`src/rtl/hazard_scoreboard.sv`:
```
// Decode-stage scoreboard for long-latency register writes (loads, vector multiplies).
// Optional stall statistics counter enabled by defining SCOREBOARD_STATS_EN.
module hazard_scoreboard #(
    parameter int unsigned MEM_LAT  = 1,
    parameter int unsigned VMUL_LAT = 3
) (
    input  logic        clk,
    input  logic        rst_n,
    input  logic        flush,
    input  logic        id_valid,
    input  logic [3:0]  src2_reg,
    input  logic        src2_vf,
    input  logic        src2_en,
    input  logic [3:0]  src3_reg,
    input  logic        src3_vf,
    input  logic        src3_en,
    input  logic [3:0]  dst_reg,
    input  logic        dst_vf,
    input  logic        dst_we,
    input  logic [1:0]  lat_class,
    output logic        stall,
    output logic [4:0]  pending_cnt
`ifdef SCOREBOARD_STATS_EN
    ,
    output logic [15:0] stall_cycles
`endif
);

    localparam logic [2:0] MEM_L  = 3'(MEM_LAT);
    localparam logic [2:0] VMUL_L = 3'(VMUL_LAT);

    logic [2:0] cnt_q [32];
    logic [2:0] cnt_d [32];

    logic [4:0] src2_idx;
    logic [4:0] src3_idx;
    logic [4:0] dst_idx;
    logic       src2_hit;
    logic       src3_hit;
    logic       issue;
    logic       track;
    logic [2:0] lat_l;
    logic [2:0] dec;
    logic [4:0] pend;

    always_comb begin
        src2_idx = {src2_vf, src2_reg};
        src3_idx = {src3_vf, src3_reg};
        dst_idx  = {dst_vf, dst_reg};
        // Hazard check uses pre-issue state, so an instruction never stalls on its own write.
        src2_hit = src2_en & (src2_reg != 4'd0) & (cnt_q[src2_idx] != 3'd0);
        src3_hit = src3_en & (src3_reg != 4'd0) & (cnt_q[src3_idx] != 3'd0);
        stall    = id_valid & (src2_hit | src3_hit);
        issue    = id_valid & ~stall & ~flush;
        track    = issue & dst_we & (dst_reg != 4'd0) & (lat_class != 2'b00);
        lat_l    = (lat_class == 2'b01) ? MEM_L : VMUL_L;
    end

    always_comb begin
        dec = 3'd0;
        for (int i = 0; i < 32; i++) begin
            dec = (cnt_q[i] != 3'd0) ? (cnt_q[i] - 3'd1) : 3'd0;
            cnt_d[i] = dec;
            // WAW: keep the longer of the older write's remaining time and the new latency.
            if (track && (dst_idx == 5'(i))) begin
                cnt_d[i] = (dec > lat_l) ? dec : lat_l;
            end
            if (flush || (i == 0) || (i == 16)) begin
                cnt_d[i] = 3'd0;
            end
        end
    end

    always_ff @(posedge clk or negedge rst_n) begin
        if (!rst_n) begin
            for (int i = 0; i < 32; i++) begin
                cnt_q[i] <= 3'd0;
            end
        end else begin
            for (int i = 0; i < 32; i++) begin
                cnt_q[i] <= cnt_d[i];
            end
        end
    end

    always_comb begin
        pend = 5'd0;
        for (int i = 0; i < 32; i++) begin
            pend = pend + {4'd0, (cnt_q[i] != 3'd0)};
        end
        pending_cnt = pend;
    end

`ifdef SCOREBOARD_STATS_EN
    logic [15:0] stall_cycles_q;
    logic [15:0] stall_cycles_d;

    always_comb begin
        stall_cycles_d = stall_cycles_q;
        if (stall && (stall_cycles_q != 16'hFFFF)) begin
            stall_cycles_d = stall_cycles_q + 16'd1;
        end
    end

    always_ff @(posedge clk or negedge rst_n) begin
        if (!rst_n) begin
            stall_cycles_q <= 16'd0;
        end else begin
            stall_cycles_q <= stall_cycles_d;
        end
    end

    assign stall_cycles = stall_cycles_q;
`endif

endmodule

```
`config.mk`:
```
export PLATFORM = sky130hd
export DESIGN_NAME = hazard_scoreboard
export DESIGN_NICKNAME = d
export VERILOG_FILES = /design/src/rtl/hazard_scoreboard.sv
export SDC_FILE = /design/constraint.sdc
export NUM_CORES = 1
export LEC_CHECK = 0
export ABC_AREA = 1
export BUFFER_PORTS_ARGS = -buffer_cell sky130_fd_sc_hd__buf_4
export CAP_MARGIN = 20
export CORE_ASPECT_RATIO = 0.9
export CORE_MARGIN = 1
export CORE_UTILIZATION = 55
export DETAILED_ROUTE_END_ITERATION = 8
export GPL_TIMING_DRIVEN = 0
export HOLD_SLACK_MARGIN = 0.12
export PLACE_DENSITY_LB_ADDON = 0.08
export SYNTH_ARGS = -nofsm -noshare
export SYNTH_HDL_FRONTEND = slang
export SYNTH_SLANG_ARGS = --single-unit
```
`constraint.sdc`:
```
create_clock -name clk -period 17.6 [get_ports clk]
set_input_delay 5.28 -clock clk [delete_from_list [all_inputs] [get_ports clk]]
set_output_delay 5.28 -clock clk [all_outputs]
set_load 0.01 [all_outputs]
```
==> impl_metrics.toml <==
[run_status]
status = "complete, no violations"

[placement]
dp_hpwl_um = 19200
gp_congestion = 1.00
port_buffers = 23
place_inst = 1606
postPlaceCellArea_um2 = 8800

[worst_setup_path]
crit_type = "input pin to output port"
crit_required_ps = 12320
startpoint_type = "input pin"
cpPeakStageDelay_ps = 370
arrival_ps = 7320
crit_family = "buffers and inverters"
crit_chain = "buf_4 -> inv_2 -> buf_2 -> nand3_1 -> a21oi_1 -> nor2_1 -> nand2_1 -> nand2_1 -> nand2_1 -> nand3_2 -> buf_6 -> a21boi_0 -> buf_4"
worstPathMaxFanout = 10
cp_num_buf_inv = 5
worst_path_most_repeated_cell = "nand2_1"
worstSetupEndpointType = "output port"
slowest_stage = "buf_2"

[timing]
setup_viol = 0
hold_viol = 0
worst_pin_slew_ps = 940
setup_tns_ps = 0
finalMaxSlewViolations = 0
min_period_ps = 12600
maxSlewHeadroom_pct = 37.3
fmaxAchievable_mhz = 79.4
fin_crit_sh_pct = 71.6
clock_skew_ps = 8.19
rsz0062_at_grt = "no"

[logic_synthesis]
async_flop_share_pct = 100
yosys.area.top_type = "dfrtp_1"
yosys_warnings = 0
synth_top_family_by_area = "simple AND/OR/NAND/NOR gates"
synth_ff_type = "dfrtp_1"
syn_area_um2 = 8320
netlist.area_leader.share_pct = 27.1
synthAdderAreaFrac_pct = 11.0
synth_mux_area_share_pct = 0
synth_xor_area_share_pct = 0.316
synthTopCellsByArea = "dfrtp_1 27%, nand2_1 20%, nor2_1 13%"
syn_avg_cell_area_um2 = 6.02
synth_sequential_area_ratio_pct = 27.1
ys_ff_latch = 90
synth-edff-count = 0
synth_cell_types = 26
synth_fp_nets = 1467
synth_cells = 1383
synth_compound_area_share_pct = 7.76
synth-simple-area-share_pct = 40.8

[floorplan]
die_w_um = 132
coreArea_um2 = 14800
core.rowCount = 42
die_area_um2 = 15600
die_h_um = 119
start_util_pct = 56.4
num_io_pins = 30

[route]
dr.pass1.iters = 7
drt-initial-drc-count = 834
avgViaCountPerCell = 5.32
postRouteAntennaNets = 0
post_drt_wl_per_cell_um = 15.8
vias = 8624
drcViolationCount = 0
drt_wl_total_um = 25700

[global_routing]
grtUsageTotal_pct = 33.8
grt_pass1_wl_um = 39900
grt_pass1_vias = 7467
grt-ovfl-total = 0
antenna_found_initial = 0
grt_max_degree = 51

[power]
vdd_drop_max_uv = 48.5
total_power_uw = 463
leakagePower_uw = 0.00513
p_per_area_nw_per_um2 = 51.1

[cells_and_area]
regMostFlops = "cnt_q"
syn2layout_area_growth_pct = 8.88
drive_above_1_share_pct = 4.99
final_cell_area_um2 = 9060
reg_top3 = "cnt_q (90)"
final_nets = 1503
largest_reg_flops = 90
fin_cells = 1621

[clocking]
ctsHoldBuffers = 0
cts.sinks = 90
cts_resized = 0
root_buffer = "clkbuf_16"
cts_setup_buffers = 0
clk_latency_ps = 360
cts_tree = "built"
htree_levels = 3
clk_pin_slew_worst_paths_ps = 60
cts_buffer_depth = 2
cts_inserted_buffers = 9

[run]
drv_cap = 0

[hold_path]
hp-class = "flip-flop to flip-flop"
==> per-stage QoR <==
stage,hold WS (ps),setup WS (ps),utilization [%]
final,525,5000,61.4
after global routing,558,4950,61.4
after CTS,525,5110,61.4
after detailed placement,514,5130,59.6
after global placement,512,5120,59.2
after floorplan,485,5580,-
==> cells in the final DEF (no fill, tap or decap), types with 22 or more instances in the layout <==
master and n:
a21oi_1 41, buf_4 26, dfrtp_1 90, fa_1 22
ha_1 38, inv_1 223, nand2_1 440, nand3_1 49
nand4_1 33, nor2_1 281, nor3_1 34, o21ai_0 56
==> Yosys cell counts, types with 11 or more instances <==
| cell type | number |
|---|---|
| buf_2 | 11 |
| nor3_1 | 34 |
| clkbuf_1 | 18 |
| a21boi_0 | 13 |
| nand2_1 | 440 |
| nor2_1 | 282 |
| a21oi_1 | 41 |
| inv_1 | 223 |
| nand3_1 | 49 |
| ha_1 | 38 |
| nand4_1 | 33 |
| o21ai_0 | 56 |
| fa_1 | 22 |
| dfrtp_1 | 90 |
==> where the power goes <==
part	total, µW	internal, µW	switching (µW)
Combinational	69.8	19.5	50.4
Sequential	207	207	0.237
Clock	186	98.4	87.8
==> worst paths after layout <==
path / startpoint / to / slack, ps / depth (start not counted)
hold reg to reg: cnt_q[53] / cnt_q[53] / 530 / 2
min in group asynchronous: rst_n / cnt_q[8] / 4910 / 1
hold / removal: cnt_q[53] / cnt_q[53] / 530 / 2
setup / recovery: src2_reg[1] / stall / 5000 / 13
max in group asynchronous: rst_n / cnt_q[59] / 12000 / 2
setup reg to reg: cnt_q[60] / cnt_q[4] / 15020 / 14
==> logic make-up after synthesis <==
kind of cell / after synthesis
adder cells (fa/ha/maj): 60
AO/OA/AOI/OAI: 118
XOR/XNOR: 3
AND/OR/NAND/NOR: 845
buffers and inverters: 267
flip-flops: 90
==> layer usage <==
| metal | track usage, % | vias up | part of all wire, % |
|---|---|---|---|
| met5 | 1.31 | - | 0 |
| met4 | 11.2 | 0 | 2.6 |
| met3 | 10.3 | 50 | 11 |
| met2 | 50.7 | 372 | 42 |
| met1 | 46.2 | 3896 | 44 |
| li1 | - | 4306 | - |
==> worst register-to-register path: cells and delay by family, from the launching register on <==
family / cells / cell delay (ps)
and+or+nand+nor: 12 / 1740
DFF: 1 / 390
buffers and inverters: 2 / 380
==> final cells by class <==
class | count | area (µm²)
clock buffers | 12 | 246
clock inverters | 2 | 15.0
repair buffers | 25 | 220
well taps | 198 | 248
multi-input cells | 1026 | 4990
inverters | 227 | 852
plain buffers | 40 | 235
fillers | 1455 | 5700
diodes | 1 | 2.50
flip-flops and latches | 90 | 2250
No activity file was read; power rests on OpenSTA's default activity.
